File: src/rtl/rd_port_arbiter_if.sv
// One AXI-style read channel (AR + R) between a requester and a responder.
// master: the side that issues addresses and accepts beats.
// slave:  the side that accepts addresses and returns beats.
interface rd_port_arbiter_if #(
  parameter int ADDR_W = 32,
  parameter int DATA_W = 32
);
  logic              arvalid;
  logic [ADDR_W-1:0] araddr;
  logic [7:0]        arlen;
  logic              arready;
  logic              rvalid;
  logic              rlast;
  logic [DATA_W-1:0] rdata;
  logic              rready;

  modport master (
    output arvalid, araddr, arlen, rready,
    input  arready, rvalid, rlast, rdata
  );

  modport slave (
    input  arvalid, araddr, arlen, rready,
    output arready, rvalid, rlast, rdata
  );
endinterface

File: src/rtl/rd_port_arbiter.sv
// Purpose: shares one read channel between ifetch (m0) and load unit (m1), one whole burst per grant.
// Latency: request seen in IDLE -> s.arvalid next cycle; R beats routed combinationally; one IDLE bubble between bursts.
// Backpressure: losers and late requests see arready=0 until IDLE; s.arready/rready pass through from the winner.
// Build option RD_ARB_RR_EN: round-robin on ties; otherwise master 1 wins ties.
module rd_port_arbiter #(
  parameter int ADDR_W = 32,
  parameter int DATA_W = 32
) (
  input  logic                clk,
  input  logic                rst,
  rd_port_arbiter_if.slave    m0,
  rd_port_arbiter_if.slave    m1,
  rd_port_arbiter_if.master   s,
  output logic                grant,
  output logic                busy,
  output logic                len_err
);

  typedef enum logic [1:0] {
    ST_IDLE = 2'd0,
    ST_ADDR = 2'd1,
    ST_DATA = 2'd2
  } state_t;

  state_t            state_q;
  state_t            state_d;

  logic              grant_q;
  logic              busy_q;
  logic              len_err_q;
  logic [7:0]        len_q;
  logic [7:0]        beat_cnt;

  logic              any_req;
  logic              win;
  logic              sel_rready;
  logic              ar_hs;
  logic              r_hs;
  logic              len_bad;
  logic [ADDR_W-1:0] sel_araddr;
  logic [DATA_W-1:0] rdata_bcast;

`ifdef RD_ARB_RR_EN
  logic              last_q;
`endif

  // Winner selection for the IDLE cycle; only consulted when any_req is high.
  always_comb begin
    any_req = m0.arvalid | m1.arvalid;
`ifdef RD_ARB_RR_EN
    if (m0.arvalid && m1.arvalid) begin
      win = ~last_q;
    end else begin
      win = m1.arvalid;
    end
`else
    win = m1.arvalid;
`endif
  end

  // Handshake qualifiers and the length check for the beat on the bus this cycle.
  always_comb begin
    sel_rready = grant_q ? m1.rready : m0.rready;
    sel_araddr = grant_q ? m1.araddr : m0.araddr;
    ar_hs      = (state_q == ST_ADDR) && s.arready;
    r_hs       = (state_q == ST_DATA) && s.rvalid && sel_rready;
    // A last beat must land on index len_q, and index len_q must be the last beat.
    len_bad    = s.rlast ? (beat_cnt != len_q) : (beat_cnt == len_q);
  end

  // State register.
  always_ff @(posedge clk or posedge rst) begin
    if (rst) begin
      state_q <= ST_IDLE;
    end else begin
      state_q <= state_d;
    end
  end

  // Next-state: grant whole transactions, AR handshake then beats until rlast.
  always_comb begin
    state_d = state_q;
    case (state_q)
      ST_IDLE: if (any_req)         state_d = ST_ADDR;
      ST_ADDR: if (ar_hs)           state_d = ST_DATA;
      ST_DATA: if (r_hs && s.rlast) state_d = ST_IDLE;
      default:                      state_d = ST_IDLE;
    endcase
  end

  // Output decode: route AR to the winner in ADDR and R to the winner in DATA, all else quiet.
  always_comb begin
    s.arvalid  = 1'b0;
    s.araddr   = '0;
    s.arlen    = '0;
    s.rready   = 1'b0;
    m0.arready = 1'b0;
    m1.arready = 1'b0;
    m0.rvalid  = 1'b0;
    m1.rvalid  = 1'b0;
    m0.rlast   = 1'b0;
    m1.rlast   = 1'b0;
    case (state_q)
      ST_ADDR: begin
        s.arvalid = 1'b1;
        s.araddr  = sel_araddr;
        s.arlen   = grant_q ? m1.arlen : m0.arlen;
        if (grant_q) begin
          m1.arready = s.arready;
        end else begin
          m0.arready = s.arready;
        end
      end
      ST_DATA: begin
        s.rready = sel_rready;
        if (grant_q) begin
          m1.rvalid = s.rvalid;
          m1.rlast  = s.rlast;
        end else begin
          m0.rvalid = s.rvalid;
          m0.rlast  = s.rlast;
        end
      end
      default: ;
    endcase
  end

  // Read data is a plain broadcast; rvalid gating alone decides who consumes it.
  assign rdata_bcast = s.rdata;
  assign m0.rdata    = rdata_bcast;
  assign m1.rdata    = rdata_bcast;

  // Per-transaction bookkeeping: grant owner, latched length, beat count, sticky error, busy.
  always_ff @(posedge clk or posedge rst) begin
    if (rst) begin
      grant_q   <= 1'b0;
      len_q     <= 8'd0;
      beat_cnt  <= 8'd0;
      len_err_q <= 1'b0;
      busy_q    <= 1'b0;
    end else begin
      busy_q <= (state_d != ST_IDLE);
      if ((state_q == ST_IDLE) && any_req) begin
        grant_q  <= win;
        len_q    <= win ? m1.arlen : m0.arlen;
        beat_cnt <= 8'd0;
      end
      if (r_hs) begin
        beat_cnt <= beat_cnt + 8'd1;
        if (len_bad) begin
          len_err_q <= 1'b1;
        end
      end
    end
  end

`ifdef RD_ARB_RR_EN
  // Remember the last winner so the next tie goes to the other master; reset favours m0 first.
  always_ff @(posedge clk or posedge rst) begin
    if (rst) begin
      last_q <= 1'b1;
    end else if ((state_q == ST_IDLE) && any_req) begin
      last_q <= win;
    end
  end
`endif

  assign grant   = grant_q;
  assign busy    = busy_q;
  assign len_err = len_err_q;

endmodule

File: src/flat_wrapper.sv
// flat-port wrapper written by rule: the top's interface ports become plain ports
module rd_port_arbiter_flat 
#(
  parameter int ADDR_W = 32,
  parameter int DATA_W = 32
)
  (clk, rst, grant, busy, len_err, m0_arvalid, m0_araddr, m0_arlen, m0_rready, m0_arready, m0_rvalid, m0_rlast, m0_rdata, m1_arvalid, m1_araddr, m1_arlen, m1_rready, m1_arready, m1_rvalid, m1_rlast, m1_rdata, s_arvalid, s_araddr, s_arlen, s_rready, s_arready, s_rvalid, s_rlast, s_rdata);
  rd_port_arbiter_if #(.ADDR_W(ADDR_W), .DATA_W(DATA_W)) m0_i ();
  rd_port_arbiter_if #(.ADDR_W(ADDR_W), .DATA_W(DATA_W)) m1_i ();
  rd_port_arbiter_if #(.ADDR_W(ADDR_W), .DATA_W(DATA_W)) s_i ();
  input  logic clk;
  input  logic rst;
  output logic grant;
  output logic busy;
  output logic len_err;
  input wire logic [$bits(m0_i.arvalid)-1:0] m0_arvalid;
  input wire logic [$bits(m0_i.araddr)-1:0] m0_araddr;
  input wire logic [$bits(m0_i.arlen)-1:0] m0_arlen;
  input wire logic [$bits(m0_i.rready)-1:0] m0_rready;
  output wire logic [$bits(m0_i.arready)-1:0] m0_arready;
  output wire logic [$bits(m0_i.rvalid)-1:0] m0_rvalid;
  output wire logic [$bits(m0_i.rlast)-1:0] m0_rlast;
  output wire logic [$bits(m0_i.rdata)-1:0] m0_rdata;
  input wire logic [$bits(m1_i.arvalid)-1:0] m1_arvalid;
  input wire logic [$bits(m1_i.araddr)-1:0] m1_araddr;
  input wire logic [$bits(m1_i.arlen)-1:0] m1_arlen;
  input wire logic [$bits(m1_i.rready)-1:0] m1_rready;
  output wire logic [$bits(m1_i.arready)-1:0] m1_arready;
  output wire logic [$bits(m1_i.rvalid)-1:0] m1_rvalid;
  output wire logic [$bits(m1_i.rlast)-1:0] m1_rlast;
  output wire logic [$bits(m1_i.rdata)-1:0] m1_rdata;
  output wire logic [$bits(s_i.arvalid)-1:0] s_arvalid;
  output wire logic [$bits(s_i.araddr)-1:0] s_araddr;
  output wire logic [$bits(s_i.arlen)-1:0] s_arlen;
  output wire logic [$bits(s_i.rready)-1:0] s_rready;
  input wire logic [$bits(s_i.arready)-1:0] s_arready;
  input wire logic [$bits(s_i.rvalid)-1:0] s_rvalid;
  input wire logic [$bits(s_i.rlast)-1:0] s_rlast;
  input wire logic [$bits(s_i.rdata)-1:0] s_rdata;
  assign m0_i.arvalid = m0_arvalid;
  assign m0_i.araddr = m0_araddr;
  assign m0_i.arlen = m0_arlen;
  assign m0_i.rready = m0_rready;
  assign m0_arready = m0_i.arready;
  assign m0_rvalid = m0_i.rvalid;
  assign m0_rlast = m0_i.rlast;
  assign m0_rdata = m0_i.rdata;
  assign m1_i.arvalid = m1_arvalid;
  assign m1_i.araddr = m1_araddr;
  assign m1_i.arlen = m1_arlen;
  assign m1_i.rready = m1_rready;
  assign m1_arready = m1_i.arready;
  assign m1_rvalid = m1_i.rvalid;
  assign m1_rlast = m1_i.rlast;
  assign m1_rdata = m1_i.rdata;
  assign s_arvalid = s_i.arvalid;
  assign s_araddr = s_i.araddr;
  assign s_arlen = s_i.arlen;
  assign s_rready = s_i.rready;
  assign s_i.arready = s_arready;
  assign s_i.rvalid = s_rvalid;
  assign s_i.rlast = s_rlast;
  assign s_i.rdata = s_rdata;
  rd_port_arbiter #(.ADDR_W(ADDR_W), .DATA_W(DATA_W)) u_core (.clk(clk), .rst(rst), .m0(m0_i), .m1(m1_i), .s(s_i), .grant(grant), .busy(busy), .len_err(len_err));
endmodule
File: config.mk
export PLATFORM = sky130hd
export DESIGN_NAME = rd_port_arbiter_flat
export DESIGN_NICKNAME = d
export VERILOG_FILES = /design/src/rtl/rd_port_arbiter_if.sv /design/src/rtl/rd_port_arbiter.sv /design/src/flat_wrapper.sv
export SDC_FILE = /design/constraint.sdc
export NUM_CORES = 1
export LEC_CHECK = 0
export ABC_CLOCK_PERIOD_IN_PS = 1700
export BUFFER_PORTS_ARGS = -buffer_cell sky130_fd_sc_hd__clkbuf_2
export CORE_AREA = 2 2 93 95
export DETAILED_ROUTE_END_ITERATION = 8
export DIE_AREA = 0 0 95 97
export GPL_TIMING_DRIVEN = 1
export PLACE_DENSITY_LB_ADDON = 0.15
export SLEW_MARGIN = 20
export SYNTH_ARGS = -nofsm -noshare
export SYNTH_HDL_FRONTEND = slang
export SYNTH_SLANG_ARGS = --single-unit
File: constraint.sdc
create_clock -name clk -period 1.7 [get_ports clk]
set_input_delay 0.085 -clock clk [delete_from_list [all_inputs] [get_ports clk]]
set_output_delay 0.085 -clock clk [all_outputs]
set_load 0.005 [all_outputs]
# Yosys cells after proc, flatten, opt, wreduce, memory -nomap -nowiden
# Index checks and enable logic that the tools add are counted.
# W data, S select, Z words.
word_totals:
  mem_bits_rw: 0
  elab_cells: 48
  latch_bits: 0
  romBits: 0
  inputBits: 121
  regBits: 21
  out_inout_bits: 115
  n_memories: 0
op_classes:
  n_reduce_logical: 9
  mul: 0
  muxes: 27
  addsub: 1
  order_cmp: 0
  n_div: 0
  bitwise: 1
  n_eq_ne: 4
  n_shift: 0
op_table:
  columns: ["cell", "n"]
  rows:
  - ["$mux W32", 2]
  - ["$mux W8", 5]
  - ["$mux W1", 16]
  - ["$add A8 B1 Y8 const B", 1]
  - ["$eq A8 B8 Y1", 1]
  - ["$ne A8 B8 Y1", 1]
  - ["$mux W2", 3]
  - ["$pmux W2 S3", 1]
  - ["$logic_and A1 B1 Y1", 5]
  - ["$reduce_bool A2 Y1", 2]
  - ["$eq A2 B1 Y1 const B", 1]
  - ["$eq A2 B2 Y1 const B", 1]
  - ["$logic_not A2 Y1", 1]
  - ["$reduce_and A2 Y1", 1]
  - ["$or A1 B1 Y1", 1]

# Longest topological paths before layout
# Gate-level depths: netlist (run 1).
logic_depth:
  ltp_word: 7
  ltp_mapped: 6
  mapped_depth_nobuf: 5

# Worst setup path after synthesis (run 1)
# Ideal clock, no wire load.
synth_path:
  kind: "flip-flop to flip-flop"
  startpoint: "register u_core.grant_q, in the netlist u_core.grant"
  endpoint: "register u_core.beat_cnt[2]"
  path_slack_ns: 0.274
  stages_incl_launch_ff: 5
  setup_time_ns: 0.077
  n_path_buf: 0
  period_less_slack_ns: 1.426
  required_ns: 1.623
  t_arrival_ns: 1.349
  path_cell_list: "dfrtp_1 -> mux2i_2 -> nor2_2 -> mux2_2 -> a21oi_1"
synth_between:
  elab_chain_cells: 3
  elab_cells_between_ends: 4
  cone_classes: "mux (2); reduce/logical (2)"
synth_rtl:
  columns: ["element", "line", "text"]
  rows:
  - ["start, declared", "rd_port_arbiter.sv:28", "logic grant_q;"]
  - ["start signal, assigned", "rd_port_arbiter.sv:144", "grant_q <= win;"]
  - ["$mux W1 (*)", "rd_port_arbiter.sv:63", "sel_rready = grant_q ? m1.rready : m0.rready;"]
  - ["$logic_and A1 B1 Y1 (*)", "rd_port_arbiter.sv:66", "r_hs = (state_q == ST_DATA) && s.rvalid && sel_rready;"]
  - ["$mux W8 or $reduce_bool A2 Y1 (tied branches)", null, null]
  - ["end signal, assigned", "rd_port_arbiter.sv:149", "beat_cnt <= beat_cnt + 8'd1;"]
  - ["end, declared", "rd_port_arbiter.sv:32", "logic [7:0] beat_cnt;"]
# Mark *: on every way between the ends. The rest lies on a longest branch, timed or not.
# A chain may end at the register's enable or synchronous reset.

# Worst setup path in the final report (run 1)
layout_path:
  startpoint: "register u_core.state_q[1]"
  endpoint: "output port s_araddr[29]"
layout_between:
  elab_chain_cells: 2
layout_rtl:
  columns: ["element", "line", "text"]
  rows:
  - ["start, declared", "rd_port_arbiter.sv:25", "state_t state_q;"]
  - ["start signal, assigned", "rd_port_arbiter.sv:76", "state_q <= state_d;"]
  - ["$eq A2 B1 Y1", "rd_port_arbiter.sv:103", "case (state_q)"]
  - ["$mux W32", "rd_port_arbiter.sv:103", null]
  - ["end, declared", "flat_wrapper.sv:33", "output wire logic [$bits(s_i.araddr)-1:0] s_araddr;"]
# Every way passes these cells.

==> results of run 1 <==
flip-flops by register name (all words and copies together), names as in the netlist:
register / cells
u_core.len_q: 8
u_core.busy: 1
u_core.grant: 1
u_core.beat_cnt: 8
u_core.len_err: 1
u_core.state_q: 2
path summary, 6_finish.rpt:
kind	from	to	slack, ns
max in group asynchronous	rst	u_core.beat_cnt[2]$_DFFE_PP0P_	0.87
worst min register to register	u_core.len_err$_DFFE_PP0P_	u_core.len_err$_DFFE_PP0P_	0.49
worst max-delay path	u_core.state_q[1]$_DFF_PP0_	s_araddr[29]	0.13
worst min-delay path	s_arready	u_core.state_q[0]$_DFF_PP0_	0.11
min in group asynchronous	rst	u_core.len_q[0]$_DFFE_PP0P_	0.32
worst max register to register	u_core.state_q[0]$_DFF_PP0_	u_core.beat_cnt[2]$_DFFE_PP0P_	0.22
stage by stage:
| stage | total power (W) | area (µm²) |
|---|---|---|
| 2_1_floorplan | 0.00228 | 2200 |
| 3_3_place_gp | 0.00300 | 2540 |
| 3_5_place_dp | 0.00300 | 2540 |
| 4_1_cts | 0.00334 | 2600 |
| 5_1_grt | 0.00360 | 2600 |
| 6_report | 0.00327 | 2600 |
per-layer routing:
layer	routed length, µm	part of all wire
met3	578	0.091
met4	46	0.0073
met1	2490	0.39
met2	3220	0.51
met5	0	0
Yosys cell counts (all sizes together) (2+ instances only):
| cell | number |
|---|---|
| a21oi | 3 |
| and3 | 4 |
| buf | 69 |
| clkbuf | 8 |
| dfrtp | 21 |
| inv | 2 |
| mux2 | 3 |
| mux2i | 52 |
| nand2 | 19 |
| nand2b | 2 |
| nand3 | 2 |
| nand4 | 2 |
| nor2 | 48 |
| nor3b | 3 |
| nor4 | 3 |
| o21ai | 12 |
| xor2 | 8 |
worst max-delay path, stage by stage, from the launching register on:
cell and delay, ns:
dfrtp_1 0.40, nand2b_1 0.17, buf_4 0.38, nor2_1 0.12, clkbuf_2 0.13
area by class of cell:
| class | count | area [µm²] |
|---|---|---|
| repair buffers | 145 | 756 |
| clock buffers | 3 | 41.3 |
| fillers | 886 | 5540 |
| multi-input cells | 170 | 1130 |
| clock inverters | 1 | 5.00 |
| flip-flops and latches | 21 | 527 |
| inverters | 2 | 7.51 |
| well taps | 105 | 131 |
cell families after synthesis:
logic type	share of synthesized area
fa+ha+maj	0.00569
compound gates	0.0415
buf+inv	0.246
mux	0.254
flops	0.239
simple gates	0.178
xor+xnor	0.0359
where the power goes:
group / switching [W] / total, W / internal, W
Sequential: 0.000145 / 0.000814 / 0.000669
Clock: 0.000167 / 0.000331 / 0.000163
Combinational: 0.00113 / 0.00213 / 0.000996
repair_timing:
item | in CTS | in global routing
setup endpoints to repair | 0 | 0
resized for setup | 0 | 0
setup buffers | 0 | 0
endpoints found under the hold margin | 9 | 0
hold buffers | 1 | 0
==> summary.txt, run 1 <==
Synth
  • Largest cells by area after synthesis: dfrtp_1 24%, mux2i_1 23%, buf_4 22%, nor2_1 8.0%, nand2_1 3.2%
  • Predominant post-synthesis flop cell: dfrtp_1
  • Post-synthesis cell count: 270
  • Post-synth ARST share: 1.00
  • Synthesized area per cell: 8.14 µm²
  • Dominant cell type by area after synthesis: dfrtp_1
  • Sequential cell area fraction in the yosys report: 0.239
  • Synth top area share: 0.239
  • Post-Syn Area: ~0.0022 mm²
  • Net count of the mapped netlist: about 390
  • Distinct cells, synth: 30
  • Seq cells post-synth: 21
  • Number of enable flip-flop cells after synthesis: 0
  • Warning count from the yosys run: 0

GRT
  • Number of antenna violations at the first check in global routing: 0
  • First-pass GRT wire length: approximately 10 mm
  • Global route hottest layer: met2
  • Met3 GRT Util: 0.0397
  • Maximum number of pins on one net before global-route repair: roughly 50
  • Via count of the first global-routing pass: 2,024
  • Global route overflow: 0
  • Met2 Use GR: 0.244
  • GR Layer Usage met1: 0.167
  • Total global-route track usage: 0.140

Pwr
  • Leakage power: 1.51 nW
  • Worst IR drop on VDD: 0.000445 V
  • Power density of the placed cells: between 1000 and 1500 mW/mm²

Timing
  • Final hold violation count: 0
  • Worst clock skew: a little under 0.006 ns
  • Crit path setup slack, layout: 0.132 ns
  • Clock period minus final worst setup slack: ~1.6 ns
  • Transition at the pin with the smallest max-transition slack: ~0.40 ns
  • Final-layout setup total negative slack: 0 ns
  • FMAX: 0.638 GHz
  • Setup repair after global routing missed its margin: no
  • Final hold slack: between 0.1 and 0.15 ns
  • Final setup violating endpoints: 0
  • Number of max-slew violations in the final report: 0
  • Worst slew margin: 0.731
  • Final worst path period share: 0.922

Setup path
  • Nature of the critical path endpoint: output pin
  • Start-to-end type of the worst setup path: reg2out
  • Logic depth of the worst register-to-register path: 4
  • Startpoint kind of the worst setup timing path: flip-flop
  • Worst Path Required: ~1.6 ns
  • Peak fanout along the critical path: 40
  • Arrival time of the worst setup path: ~1.5 ns

Routing
  • Number of DRC violations after detailed-routing iteration 0: 56
  • Post-DR vias/cell: between 4 and 5
  • Wire per inst: 14.2 µm
  • DRC violations left: 0
  • Final ANT Viol Nets: 0
  • Pre-antenna DRT Iters: 4
  • Routed vias: just under 2,000
  • Wire length reported by the detailed router: between 6 and 7 mm

Clock network
  • Clock insertion delay at the later pin of the skew report: approximately 0.26 ns
  • Clock root buffer: clkbuf_8
  • Reg clk slew, reported paths: about 0.070 ns
  • H-tree levels: 1
  • Number of sinks driven by the clock tree: 21
  • Total clock buffers created by CTS: 3
  • TritonCTS clock tree: done
  • Clock Tree Buf Depth: 2

Die
  • Starting utilization of the core area: 0.270
  • Die Footprint: roughly 0.009 mm²
  • Area of the core region: between 0.008 and 0.009 mm²
  • Width of the die: about 95 µm
  • Die height: roughly 97 µm
  • Number of top-level pins: roughly 240
  • Number of standard-cell rows in the floorplan: 33

Layout
  • Utilization after layout: 0.319
  • Top library cells by usage in the layout, fill and taps aside: 139 x clkbuf_2, 51 x mux2i_1, 47 x nor2_1
  • Final net count: 465
  • P&R area growth vs syn: 18.2%
  • Post-layout instance count excluding filler cells: 447
  • Share of post-route cells with drive strength above 1: 0.450
  • Ant diodes: 0
  • Most common cell after layout, fill and taps aside: clkbuf_2

Status
  • Run status: finished, final reports clean

Placement
  • Detailed-placement wirelength estimate: around 5.2 mm
  • Global placer's final weighted congestion: between 0.7 and 0.8
  • Number of input and output port buffers inserted: around 140
  • Placed Instances: 442
  • Place WS: about 0.26 ns

Hold path
  • Number of cells traversed by the worst hold path: 2
  • Worst Hold Class: in2reg

Job
  • Maximum capacitance violations: 0
(Power assumes the default switching activity.)
==> run 2, diff against run 1 <==
--- a/config.mk
+++ b/config.mk
@@ -5,6 +5,7 @@
 export SDC_FILE = /design/constraint.sdc
 export NUM_CORES = 1
 export LEC_CHECK = 0
+export ABC_AREA = 1
 export ABC_CLOCK_PERIOD_IN_PS = 1700
 export BUFFER_PORTS_ARGS = -buffer_cell sky130_fd_sc_hd__clkbuf_2
 export CORE_AREA = 2 2 93 95
==> run 2 against run 1 <==
Synthesized cell count increased by 32%. Non-clock buffer count increased by 3. Critical path depth increased by 1.
==> summary.txt, run 2 <==
Status
  • Run status: finished, final reports clean (unchanged)

Pwr
  • Clock network fraction of total power: 0.097 (was 0.101)
  • Final Total Pwr: 0.00341 W (was 0.00327 W)
  • Leakage power: 1.47 nW (was 1.51 nW)
  • Power density of the placed cells: 1280 mW/mm² (was 1260 mW/mm²)
  • Switching Fraction: 0.494 (was 0.441)
  • Gate power share: 0.671 (was 0.650)
  • Switching power total: 0.00169 W (was 0.00144 W)
  • Sequential cell fraction of total power: 0.232 (was 0.249)
  • Worst IR drop on VDD: 0.000465 V (was 0.000445 V)
  • Cell Int Power: 0.00173 W (was 0.00183 W)

Placement
  • Place WS: 0.323 ns (was 0.258 ns)
  • Number of input and output port buffers inserted: 139 (unchanged)
  • Global placer's final weighted congestion: 0.761 (was 0.727)
  • Detailed-placement wirelength estimate: 6.30 mm (was 5.23 mm)

Timing
  • Clock period minus final worst setup slack: 1.59 ns (was 1.57 ns)
  • Worst slew margin: 0.811 (was 0.731)
  • Final worst path period share: 0.934 (was 0.922)
  • Final hold violation count: 0 (unchanged)
  • Number of max-slew violations in the final report: 0 (unchanged)
  • Final hold slack: 0.0567 ns (was 0.107 ns)
  • Final setup violating endpoints: 0 (unchanged)
  • Crit path setup slack, layout: 0.112 ns (was 0.132 ns)
  • FMAX: 0.630 GHz (was 0.638 GHz)
  • Worst clock skew: 0.00561 ns (was 0.00589 ns)
  • Final-layout setup total negative slack: 0 ns (unchanged)
  • Setup repair after global routing missed its margin: yes (was no)
  • Transition at the pin with the smallest max-transition slack: 0.282 ns (was 0.404 ns)

Setup path
  • CP max stage cell: dfrtp_1 (unchanged)
  • Biggest cell delay along the critical path: 0.45 ns (was 0.40 ns)
  • Worst path buffer plus inverter count: 3 (was 2)
  • Nature of the critical path endpoint: output pin (unchanged)
  • Crit path cell chain: inv_4 -> buf_4 -> nand2_1 -> a21oi_1 -> clkbuf_2 (was nand2b_1 -> buf_4 -> nor2_1 -> clkbuf_2)
  • Startpoint kind of the worst setup timing path: flip-flop (unchanged)
  • Internal reg-to-reg setup slack: 0.37 ns (was 0.22 ns)
  • Logic depth of the worst register-to-register path: 6 (was 4)
  • Number of stages on the worst setup path: 5 (was 4)
  • Arrival time of the worst setup path: 1.50 ns (was 1.48 ns)
  • Start-to-end type of the worst setup path: reg2out (unchanged)
  • Peak fanout along the critical path: 27 (was 40)
  • Worst Path Required: 1.62 ns (about the same)
  • Family of cells with the greatest summed delay on the critical path: buffers and inverters (unchanged)

Routing
  • Pre-antenna DRT Iters: 4 (unchanged)
  • Post-DR vias/cell: 4.43 (was 4.33)
  • Wire length reported by the detailed router: 7.53 mm (was 6.33 mm)
  • DRC violations left: 0 (unchanged)
  • Wire per inst: 14.1 µm (was 14.2 µm)
  • Routed vias: 2,367 (was 1,937)
  • Number of DRC violations after detailed-routing iteration 0: 76 (was 56)
  • Final ANT Viol Nets: 0 (unchanged)

GRT
  • First-pass GRT wire length: 11.4 mm (was 10.4 mm)
  • GR Layer Usage met1: 0.185 (was 0.167)
  • Total global-route track usage: 0.160 (was 0.140)
  • Global route hottest layer: met2 (unchanged)
  • Via count of the first global-routing pass: 2,210 (was 2,024)
  • Met3 GRT Util: 0.0545 (was 0.0397)
  • Global route overflow: 0 (unchanged)
  • Number of antenna violations at the first check in global routing: 0 (unchanged)
  • Maximum number of pins on one net before global-route repair: 37 (was 49)
  • Met2 Use GR: 0.287 (was 0.244)

Layout
  • Top library cells by usage in the layout, fill and taps aside: 139 x clkbuf_2, 128 x nand2_1, 40 x a21oi_1 (was 139 x clkbuf_2, 51 x mux2i_1, 47 x nor2_1)
  • Ant diodes: 0 (unchanged)
  • P&R area growth vs syn: 17.8% (was 18.2%)
  • Share of post-route cells with drive strength above 1: 0.375 (was 0.450)
  • Utilization after layout: 0.327 (was 0.319)
  • Most common cell after layout, fill and taps aside: clkbuf_2 (unchanged)
  • Leading registers by flop count: u_core.beat_cnt: 8 flops, u_core.len_q: 8 flops, u_core.state_q: 2 flops (unchanged)
  • Final net count: 552 (was 465)

Die
  • Number of top-level pins: 236 (unchanged)
  • Width of the die: 95 µm (unchanged)
  • Starting utilization of the core area: 0.278 (was 0.270)
  • Number of standard-cell rows in the floorplan: 33 (unchanged)
  • Area of the core region: 0.00813 mm² (unchanged)
  • Die height: 97 µm (unchanged)
  • Die Footprint: 0.00922 mm² (unchanged)

Synth
  • Largest cells by area after synthesis: dfrtp_1 23%, buf_4 22%, nand2_1 21%, a21oi_1 9.1%, nor2_1 3.3% (was dfrtp_1 24%, mux2i_1 23%, buf_4 22%, nor2_1 8.0%, nand2_1 3.2%)
  • Dominant cell type by area after synthesis: dfrtp_1 (unchanged)
  • Synth top area share: 0.233 (was 0.239)
  • Commonest cells post-synth: 128 x nand2_1, 67 x buf_4, 41 x a21oi_1 (was 64 x buf_4, 51 x mux2i_1, 47 x nor2_1)
  • Post-Syn Area: 0.00226 mm² (was 0.00220 mm²)
  • Top-count cell post-synth: nand2_1 (was buf_4)
  • Distinct cells, synth: 29 (was 30)
  • Synthesized area per cell: 6.33 µm² (was 8.14 µm²)
  • Predominant post-synthesis flop cell: dfrtp_1 (unchanged)
  • Post-synth ARST share: 1.00 (unchanged)
  • Net count of the mapped netlist: 479 (was 392)
  • Sequential cell area fraction in the yosys report: 0.233 (was 0.239)
  • Post-synthesis cell count: 357 (was 270)
  • Seq cells post-synth: 21 (unchanged)
  • Number of enable flip-flop cells after synthesis: 0 (unchanged)
  • Warning count from the yosys run: 0 (unchanged)

Clock network
  • H-tree levels: 1 (unchanged)
  • Reg clk slew, reported paths: 0.08 ns (was 0.07 ns)
  • Total clock buffers created by CTS: 3 (unchanged)
  • Clock insertion delay at the later pin of the skew report: 0.26 ns (about the same)
  • Clock Tree Buf Depth: 2 (unchanged)
  • Clock root buffer: clkbuf_8 (unchanged)
  • Number of setup buffers added after CTS: 0 (unchanged)
  • TritonCTS clock tree: done (unchanged)
  • Number of sinks driven by the clock tree: 21 (unchanged)

Hold path
  • Number of cells traversed by the worst hold path: 2 (unchanged)
  • Worst Hold Class: in2reg (unchanged)

Job
  • Maximum capacitance violations: 0 (unchanged)
==> run 2: what timing repair did <==
| item | CTS | global route |
|---|---|---|
| endpoints found under the setup margin | 0 | 14 |
| resized for setup | 0 | 3 |
| hold buffers | 1 | 0 |
| hold endpoints to repair | 21 | 0 |
==> run 2: final cells by class <==
cell class	count	area [µm²]
Tap cell	105	131
Inverter	22	87.6
Sequential cell	21	526
Fill cell	900	5470
Clock buffer	3	41.3
Multi-Input combinational cell	234	1080
Clock inverter	1	5.00
Timing Repair Buffer	148	786
==> run 2: layer usage <==
layer  vias to the layer above  share of wire
met3                         4          0.082
met4                         0         0.0046
met1                      1045           0.38
met2                       107           0.53
li1                       1211              -
met5                         -              0
==> run 2: stage by stage <==
stage	std cells	cell area (µm²)
global route	534	2660
CTS	534	2650
global placement	529	2590
floorplan	357	2260
finish	534	2660
detailed placement	529	2590
==> run 2: worst paths after layout <==
path	startpoint	endpoint
worst max register to register	u_core.state_q[0]$_DFF_PP0_	u_core.busy$_DFF_PP0_
worst max-delay path	u_core.grant$_DFFE_PP0P_	s_araddr[5]
min in group asynchronous	rst	u_core.len_q[5]$_DFFE_PP0P_
max in group asynchronous	rst	u_core.len_err$_DFFE_PP0P_
worst min register to register	u_core.len_err$_DFFE_PP0P_	u_core.len_err$_DFFE_PP0P_
worst min-delay path	s_arready	u_core.state_q[0]$_DFF_PP0_
==> run 2: logic make-up after synthesis <==
group	after synthesis	share of synthesized area
xor+xnor	4	0.0155
flops	21	0.233
simple gates	167	0.310
buf+inv	102	0.289
compound gates	62	0.147
fa+ha+maj	1	0.00554
==> run 2: power by group through the flow <==
stage | Sequential (W) | Clock (W) | Combinational, W
floorplan | 0.000757 | 0 | 0.00154
global placement | 0.000799 | 0 | 0.00231
detailed placement | 0.000803 | 0 | 0.00231
CTS | 0.000792 | 0.000345 | 0.00232
global route | 0.000811 | 0.000367 | 0.00260
finish | 0.000792 | 0.000331 | 0.00229
